## config.mk

```make
export PLATFORM = sky130hd
export DESIGN_NAME = fadd_norm_round_flat
export DESIGN_NICKNAME = d
export VERILOG_FILES = /design/src/rtl/fadd_norm_round_if.sv /design/src/rtl/fadd_norm_round.sv /design/src/flat_wrapper.sv
export SDC_FILE = /design/constraint.sdc
export NUM_CORES = 1
export LEC_CHECK = 0
export CAP_MARGIN = 20
export CORE_ASPECT_RATIO = 1.75
export CORE_MARGIN = 3
export CORE_UTILIZATION = 58
export DETAILED_ROUTE_END_ITERATION = 7
export PLACE_DENSITY_LB_ADDON = 0.08
export SYNTH_ARGS = -nofsm -noshare
export SYNTH_HDL_FRONTEND = slang
export SYNTH_SLANG_ARGS = --single-unit
```

## constraint.sdc

```tcl
create_clock -name clk -period 0.8 [get_ports clk]
set_input_delay 0.16 -clock clk [delete_from_list [all_inputs] [get_ports clk]]
set_output_delay 0.16 -clock clk [all_outputs]
set_load 0.03 [all_outputs]
```

## src/rtl/fadd_norm_round_if.sv

```systemverilog
// Bundle between the addition/normalization pipeline register and the
// normalization/rounding stage. The master drives the n_* bundle and
// receives the s_* result; the slave is the rounding stage itself.
interface fadd_norm_round_if;
  logic        n_valid;
  logic [1:0]  n_rm;
  logic        n_sign;
  logic [9:0]  n_exp10;
  logic        n_is_nan;
  logic        n_is_inf;
  logic [22:0] n_inf_nan_frac;
  logic [47:0] n_z48;

  logic        s_valid;
  logic [31:0] s_result;
  logic        s_overflow;
  logic        s_inexact;

  modport master (
    output n_valid, n_rm, n_sign, n_exp10, n_is_nan, n_is_inf,
           n_inf_nan_frac, n_z48,
    input  s_valid, s_result, s_overflow, s_inexact
  );

  modport slave (
    input  n_valid, n_rm, n_sign, n_exp10, n_is_nan, n_is_inf,
           n_inf_nan_frac, n_z48,
    output s_valid, s_result, s_overflow, s_inexact
  );
endinterface

```

## src/rtl/fadd_norm_round.sv

```systemverilog
// fadd_norm_round: final stage of the pipelined binary32 adder.
// Normalizes the 48-bit raw sum, rounds it in the requested IEEE-754 mode,
// resolves NaN/Inf/zero/overflow and registers the result with flags.
// Optional build macro FADD_NORM_ACCRUED_FLAGS_EN adds flags_clr input and
// a sticky acc_flags = {overflow, inexact} output.
module fadd_norm_round (
  input  logic             clk,
  input  logic             clrn,
  input  logic             e,
`ifdef FADD_NORM_ACCRUED_FLAGS_EN
  input  logic             flags_clr,
  output logic [1:0]       acc_flags,
`endif
  fadd_norm_round_if.slave bus
);

  typedef enum logic [1:0] {
    RM_RNE = 2'b00,
    RM_RD  = 2'b01,
    RM_RU  = 2'b10,
    RM_RZ  = 2'b11
  } rm_e;

  rm_e         rm;
  logic [46:0] probe;
  logic        found;
  logic [5:0]  lz;
  logic [9:0]  shamt;
  logic [46:0] zs;
  logic        rsticky;
  logic [9:0]  exp_n;
  logic [23:0] sig;
  logic        guard;
  logic        sticky;
  logic        inc;
  logic [24:0] sig_sum;
  logic [23:0] sig_r;
  logic [9:0]  exp_r;
  logic        ovf;
  logic [31:0] res_c;
  logic        ovf_c;
  logic        inx_c;

  logic        s_valid_d,    s_valid_q;
  logic [31:0] s_result_d,   s_result_q;
  logic        s_overflow_d, s_overflow_q;
  logic        s_inexact_d,  s_inexact_q;

  assign rm = rm_e'(bus.n_rm);

  // Normalize, round and resolve special cases for the current bundle.
  always_comb begin
    // Leading-zero count of z48[46:0] by walking a left-shifting probe.
    probe = bus.n_z48[46:0];
    found = 1'b0;
    lz    = '0;
    for (int unsigned i = 0; i < 47; i++) begin
      if (!found) begin
        if (probe[46]) begin
          found = 1'b1;
        end else begin
          lz    = lz + 6'd1;
          probe = {probe[45:0], 1'b0};
        end
      end
    end

    shamt   = '0;
    zs      = bus.n_z48[46:0];
    rsticky = 1'b0;
    exp_n   = bus.n_exp10;
    if (bus.n_z48[47]) begin
      zs      = bus.n_z48[47:1];
      rsticky = bus.n_z48[0];
      exp_n   = bus.n_exp10 + 10'd1;
    end else if (bus.n_exp10 != 10'd0) begin
      // Left shift is capped so the exponent never drops below 1.
      shamt = ({4'b0, lz} < (bus.n_exp10 - 10'd1)) ? {4'b0, lz}
                                                    : (bus.n_exp10 - 10'd1);
      zs    = bus.n_z48[46:0] << shamt;
      exp_n = bus.n_exp10 - shamt;
    end

    sig    = zs[46:23];
    guard  = zs[22];
    sticky = (|zs[21:0]) | rsticky;

    case (rm)
      RM_RNE:  inc = guard & (sticky | sig[0]);
      RM_RD:   inc = (guard | sticky) & bus.n_sign;
      RM_RU:   inc = (guard | sticky) & ~bus.n_sign;
      default: inc = 1'b0;
    endcase

    sig_sum = {1'b0, sig} + {24'b0, inc};
    sig_r   = sig_sum[23:0];
    exp_r   = exp_n;
    if (sig_sum[24]) begin
      sig_r = 24'h800000;
      exp_r = exp_n + 10'd1;
    end else if (!sig[23] && sig_sum[23] && (exp_n == 10'd0)) begin
      // A denormal that rounds up into the hidden bit becomes the smallest normal.
      exp_r = 10'd1;
    end

    ovf = (exp_r >= 10'd255);

    res_c = '0;
    ovf_c = 1'b0;
    inx_c = 1'b0;
    if (bus.n_is_nan || bus.n_is_inf) begin
      res_c = {bus.n_sign, 8'hFF, bus.n_inf_nan_frac};
    end else if (bus.n_z48 == 48'd0) begin
      res_c = {bus.n_sign, 31'b0};
    end else if (ovf) begin
      ovf_c = 1'b1;
      inx_c = 1'b1;
      case (rm)
        RM_RNE:  res_c = {bus.n_sign, 31'h7F800000};
        RM_RD:   res_c = bus.n_sign ? 32'hFF800000 : 32'h7F7FFFFF;
        RM_RU:   res_c = bus.n_sign ? 32'hFF7FFFFF : 32'h7F800000;
        default: res_c = {bus.n_sign, 31'h7F7FFFFF};
      endcase
    end else begin
      res_c = {bus.n_sign, (sig_r[23] ? exp_r[7:0] : 8'h00), sig_r[22:0]};
      inx_c = guard | sticky;
    end
  end

  // Output register next-state: load on enable, hold on stall.
  always_comb begin
    s_valid_d    = s_valid_q;
    s_result_d   = s_result_q;
    s_overflow_d = s_overflow_q;
    s_inexact_d  = s_inexact_q;
    if (e) begin
      s_valid_d    = bus.n_valid;
      s_result_d   = res_c;
      s_overflow_d = ovf_c;
      s_inexact_d  = inx_c;
    end
  end

  // Output pipeline register with asynchronous active-low clear.
  always_ff @(posedge clk or negedge clrn) begin
    if (!clrn) begin
      s_valid_q    <= 1'b0;
      s_result_q   <= '0;
      s_overflow_q <= 1'b0;
      s_inexact_q  <= 1'b0;
    end else begin
      s_valid_q    <= s_valid_d;
      s_result_q   <= s_result_d;
      s_overflow_q <= s_overflow_d;
      s_inexact_q  <= s_inexact_d;
    end
  end

  assign bus.s_valid    = s_valid_q;
  assign bus.s_result   = s_result_q;
  assign bus.s_overflow = s_overflow_q;
  assign bus.s_inexact  = s_inexact_q;

`ifdef FADD_NORM_ACCRUED_FLAGS_EN
  logic [1:0] acc_flags_d, acc_flags_q;

  // Sticky flag accumulation; clear wins over a same-cycle set and ignores e.
  always_comb begin
    acc_flags_d = acc_flags_q;
    if (flags_clr) begin
      acc_flags_d = '0;
    end else if (e && bus.n_valid) begin
      acc_flags_d = acc_flags_q | {ovf_c, inx_c};
    end
  end

  // Accrued flag register.
  always_ff @(posedge clk or negedge clrn) begin
    if (!clrn) acc_flags_q <= '0;
    else       acc_flags_q <= acc_flags_d;
  end

  assign acc_flags = acc_flags_q;
`endif

endmodule

```

## src/flat_wrapper.sv

```systemverilog
// flat-port wrapper written by rule: the top's interface ports become plain ports
module fadd_norm_round_flat 
  (clk, clrn, e, bus_n_valid, bus_n_rm, bus_n_sign, bus_n_exp10, bus_n_is_nan, bus_n_is_inf, bus_n_inf_nan_frac, bus_n_z48, bus_s_valid, bus_s_result, bus_s_overflow, bus_s_inexact);
  fadd_norm_round_if bus_i ();
  input  logic clk;
  input  logic clrn;
  input  logic e;
  input wire logic [$bits(bus_i.n_valid)-1:0] bus_n_valid;
  input wire logic [$bits(bus_i.n_rm)-1:0] bus_n_rm;
  input wire logic [$bits(bus_i.n_sign)-1:0] bus_n_sign;
  input wire logic [$bits(bus_i.n_exp10)-1:0] bus_n_exp10;
  input wire logic [$bits(bus_i.n_is_nan)-1:0] bus_n_is_nan;
  input wire logic [$bits(bus_i.n_is_inf)-1:0] bus_n_is_inf;
  input wire logic [$bits(bus_i.n_inf_nan_frac)-1:0] bus_n_inf_nan_frac;
  input wire logic [$bits(bus_i.n_z48)-1:0] bus_n_z48;
  output wire logic [$bits(bus_i.s_valid)-1:0] bus_s_valid;
  output wire logic [$bits(bus_i.s_result)-1:0] bus_s_result;
  output wire logic [$bits(bus_i.s_overflow)-1:0] bus_s_overflow;
  output wire logic [$bits(bus_i.s_inexact)-1:0] bus_s_inexact;
  assign bus_i.n_valid = bus_n_valid;
  assign bus_i.n_rm = bus_n_rm;
  assign bus_i.n_sign = bus_n_sign;
  assign bus_i.n_exp10 = bus_n_exp10;
  assign bus_i.n_is_nan = bus_n_is_nan;
  assign bus_i.n_is_inf = bus_n_is_inf;
  assign bus_i.n_inf_nan_frac = bus_n_inf_nan_frac;
  assign bus_i.n_z48 = bus_n_z48;
  assign bus_s_valid = bus_i.s_valid;
  assign bus_s_result = bus_i.s_result;
  assign bus_s_overflow = bus_i.s_overflow;
  assign bus_s_inexact = bus_i.s_inexact;
  fadd_norm_round u_core (.clk(clk), .clrn(clrn), .e(e), .bus(bus_i));
endmodule
```

==> results of run 1 <==
## layer usage
metal  track usage, %  overflow
met1             72.0         8
met2             98.6       396
met3             57.4        15
met4             86.1       238
met5             19.1         1
## repair_timing
action | CTS
cloned | 5
endpoints found under the setup margin | 70
gates resized for setup | 112
buffers inserted | 27
pin swaps | 64
## logic make-up after synthesis
family / count (synthesis)
buffers and inverters: 370
AO/OA/AOI/OAI: 1342
AND/OR/NAND/NOR: 1416
adder cells (fa/ha/maj): 69
XOR/XNOR: 139
flip-flops: 35
multiplexers: 183
## per-stage QoR
stage	hold slack, ns	utilization, %	cells	TNS [ns]
3_3_place_gp	0.480	86.3	5320	-971.67
4_1_cts	0.268	88.6	5359	-1002.85
3_5_place_dp	0.503	86.3	5320	-1024.23
2_1_floorplan	-0.136	-	3554	-990.45
==> flow_summary.toml, run 1 <==
[global_route]
grt_pass1_vias = 46200
overflow = 658
grt_pass1_wl_um = 279000
grt_usage_pct = 76.8
grt_max_degree = 94

[logic_synthesis]
synth_top_area_share_pct = 6.24
synth_edf_count = 0
yosysTopAreaCell = "a21oi_1"
yosys.area_share.simple_pct = 29.5
synth_area_leaders = "a21oi_1, nand2_1, nor2_1"
yosys_most_used_dff = "dfrtp_1"
syn_avg_cell_area_um2 = 6.77
syn_inst = 3554
synth_top_family_by_area = "compound AO/OA/AOI/OAI gates"
yosysMostFrequentCell = "nand2_1"
synth_cell_types = 134
async_flop_share_pct = 100
ys_warn_count = 0
synthAdderAreaFrac_pct = 3.60
synth-seq-cells = 35
synth_commonest_cells = "nand2_1, nor2_1, a21oi_1"
syn_area_um2 = 24000
synth_xor_area_share_pct = 7.01
synth_mux_area_share_pct = 9.72
synth_compound_area_share_pct = 39.8
seq_area_frac_synth_pct = 3.64
synth_nets = 3711

[floorplanning]
die_y_um = 275
placementRows = 98
die_w_um = 160
start_util_pct = 58.7
io_pins = 125

[clocking]
clock_sinks = 35
cts_made_buffers = 5
cts-root-buf = "clkbuf_16"
cts_max_level = 2
clk_path_buf_depth = 2
hold_buffers = 0

[place]
place_ws_ns = -30.50
hpwl_um = 105000
placed_area_um2 = 35300
place_congestion = 1.25
port_buffers = 124

[outcome]
haltStage = "global routing (5_1_grt)"
status = "did not finish"
tool.error = "[ERROR GRT-0116] Global routing finished with congestion. Check the congestion regions in the DRC Viewer."
==> run 2, diff against run 1 <==
CORE_ASPECT_RATIO = unset   (was 1.75)
CORE_UTILIZATION = 40   (was 58)
PLACE_DENSITY_LB_ADDON = 0.15   (was 0.08)
clock period = 1 ns   (was 0.8 ns; I/O delays follow)
==> run 2 against run 1 <==
- synthesized cell count did not move
- area after synthesis did not move
- the flow now finishes, with violations (negative setup slack)
==> flow_summary.toml, run 2 <==
[outcome]
status = "finished, violations left"
violations = "negative setup slack"

[job]
cap_viol_max_count = 0

[detailed_routing]
drc = 0
drt_wl_total_um = 124000
ant_nets = 0
vias_per_cell = 6.27
drt_first_pass_iters = 6
vias = 35600
wire_per_inst_um = 21.8
initialDrtViolationCount = 4246

[setup_path]
reg2reg_depth = 3
crit_start = "bus_n_z48[46]"
cp_slowest_stage_delay_ns = 0.55
ff2ff_setup_slack_ns = -0.06
cp_common_cell = "ha_1"
crit_required_ns = 1.19
crit_path_max_fanout = 5
critPathKind = "input port to flip-flop"
worstPathArrival_ns = 29.71
setup.worst_path.start_class = "input port"
r2r-start = "u_core.bus.s_result[18]"
endpoint_kind = "flip-flop"
r2r-end = "u_core.bus.s_result[18]"
cp_slowest_cell = "mux4_2"

[place]
place_congestion = 1.03
place_ws_ns = -29.34
placed_area_um2 = 35700
port_buffers = 124
dp_cells = 5566
hpwl_um = 96500

[logic_synthesis]
yosys_most_used_dff = "dfrtp_1"
synth_area_leaders = "a21oi_1, nand2_1, nor2_1"
syn_area_um2 = 24000
synth-seq-cells = 35
synth_edf_count = 0
async_flop_share_pct = 100
synth_nets = 3711
syn_inst = 3554
yosysTopAreaCell = "a21oi_1"
ys_warn_count = 0
syn_avg_cell_area_um2 = 6.77
synth_top_area_share_pct = 6.24
synth_commonest_cells = "nand2_1, nor2_1, a21oi_1"
yosysMostFrequentCell = "nand2_1"
synth_cell_types = 134
seq_area_frac_synth_pct = 3.64

[layout]
final_area_um2 = 37800
drive_gt1_share_pct = 39.6
areaGrowthSynthToFinish_pct = 57.2
fin_nets = 5063
nFillCells = 5424
largest_reg_flops = 32
finalNonFillerCells = 5684
fin_util_pct = 63.8
final_common_cell = "buf_4"
mostFrequentLayoutCells = "buf_4, nand2_1, nor2_1"

[global_route]
antenna_found_initial = 6
grt_usage_pct = 36.9
grt_pass1_wl_um = 190000
grt_pass1_vias = 34200
overflow = 0
grt_max_degree = 79

[clocking]
clock_sinks = 35
path_clk_slew_ns = 0.06
hold_buffers = 0
cts_made_buffers = 5
cts_tree = "built"
clk_path_buf_depth = 2
clk_latency_ns = 0.28
cts-root-buf = "clkbuf_16"
cts_max_level = 2

[sta]
finalHoldViolCount = 0
max_freq_ghz = 0.0339
fin_ws_ns = -28.51
slew_viol_final = 0
fin_crit_sh_pct = 2950
setup_violations = 69
skew_ns = 0
period_needed_ns = 29.51
relSlewSlack_pct = 45.1
tightest_slew_ns = 0.824
rsz0062_at_grt = "yes"

[floorplanning]
start_util_pct = 40.6
die_y_um = 251
core_um2 = 59200
die_w_um = 251
die_area_um2 = 63100
io_pins = 125
placementRows = 89

[min_path]
hold_path.class = "input port to async pin"

[power]
power_density_nw_per_um2 = 555
leakage_nw = 16.6
ir_drop_uv = 579
## run 2: per-layer routing
| layer | track usage (%) | part of all wire (%) | up-vias | wire, um |
|---|---|---|---|---|
| li1 | - | - | 16400 | - |
| met4 | 16.8 | 5.5 | 6 | 6810 |
| met1 | 47.9 | 40 | 16600 | 49200 |
| met2 | 61.2 | 46 | 2067 | 56400 |
| met3 | 4.47 | 9.2 | 487 | 11400 |
| met5 | 0 | 0.031 | - | 38 |
## run 2: final cells by class
cell class	count	area, um2	share of cell area [%]
clock buffers	5	125	0.331
multi-input cells	3150	22600	59.7
well taps	773	967	2.56
inverters	90	353	0.933
clock inverters	3	47.5	0.126
repair buffers	1624	12900	34.0
diodes	4	10.0	0.0265
flip-flops and latches	35	876	2.32
## run 2: cell families after synthesis
family	after synthesis	synth area share [%]
and+or+nand+nor	1416	29.5
AOI/OAI and AO/OA	1342	39.8
buffers and inverters	370	6.73
muxes	183	9.72
xor gates and xnor gates	139	7.01
adders and majority gates	69	3.60
DFF	35	3.64
## run 2: timing repair
| item | CTS | global route |
|---|---|---|
| pin swaps | 78 | 84 |
| resized for setup | 121 | 109 |
| setup endpoints to repair | 70 | 69 |
| buffers inserted | 68 | 40 |
| hold endpoints to repair | 0 | 0 |
| gates cloned | 5 | 0 |
## run 2: worst max-delay path by stage
stage / cells past startpoint / to
after CTS: 175 / u_core.bus.s_result[23]
after floorplan: 186 / u_core.bus.s_result[23]
after global routing: 175 / u_core.bus.s_result[23]
final: 176 / u_core.bus.s_result[23]
after global placement: 171 / u_core.bus.s_result[23]
after detailed placement: 173 / u_core.bus.s_result[23]
## run 2: through the flow
step                power [mW]  setup TNS, ns  hold WS (ns)
floorplan                 9.54        -984.95       -0.0956
global placement          17.3        -970.30         0.467
detailed placement        17.4        -989.61         0.483
CTS                       20.0        -958.19         0.304
global route              22.1       -1004.56         0.328
finish                    21.0        -953.03         0.301
## run 2: power breakdown
group | total [mW] | switching [mW] | internal, mW
registers | 1.67 | 0.113 | 1.56
logic | 17.5 | 9.03 | 8.45
clock network | 1.85 | 0.661 | 1.19
total | 21.0 | 9.80 | 11.2
## run 2: worst max-delay path: cells and delay by family
kind | cells | cell delay [ns]
adder cells (fa/ha/maj) | 43 | 11.52
AND/OR/NAND/NOR | 55 | 6.50
AO/OA/AOI/OAI | 47 | 6.82
XOR/XNOR | 1 | 0.19
multiplexers | 11 | 2.50
buffers and inverters | 19 | 1.87
Note: power is estimated with default switching activity, not from simulation.
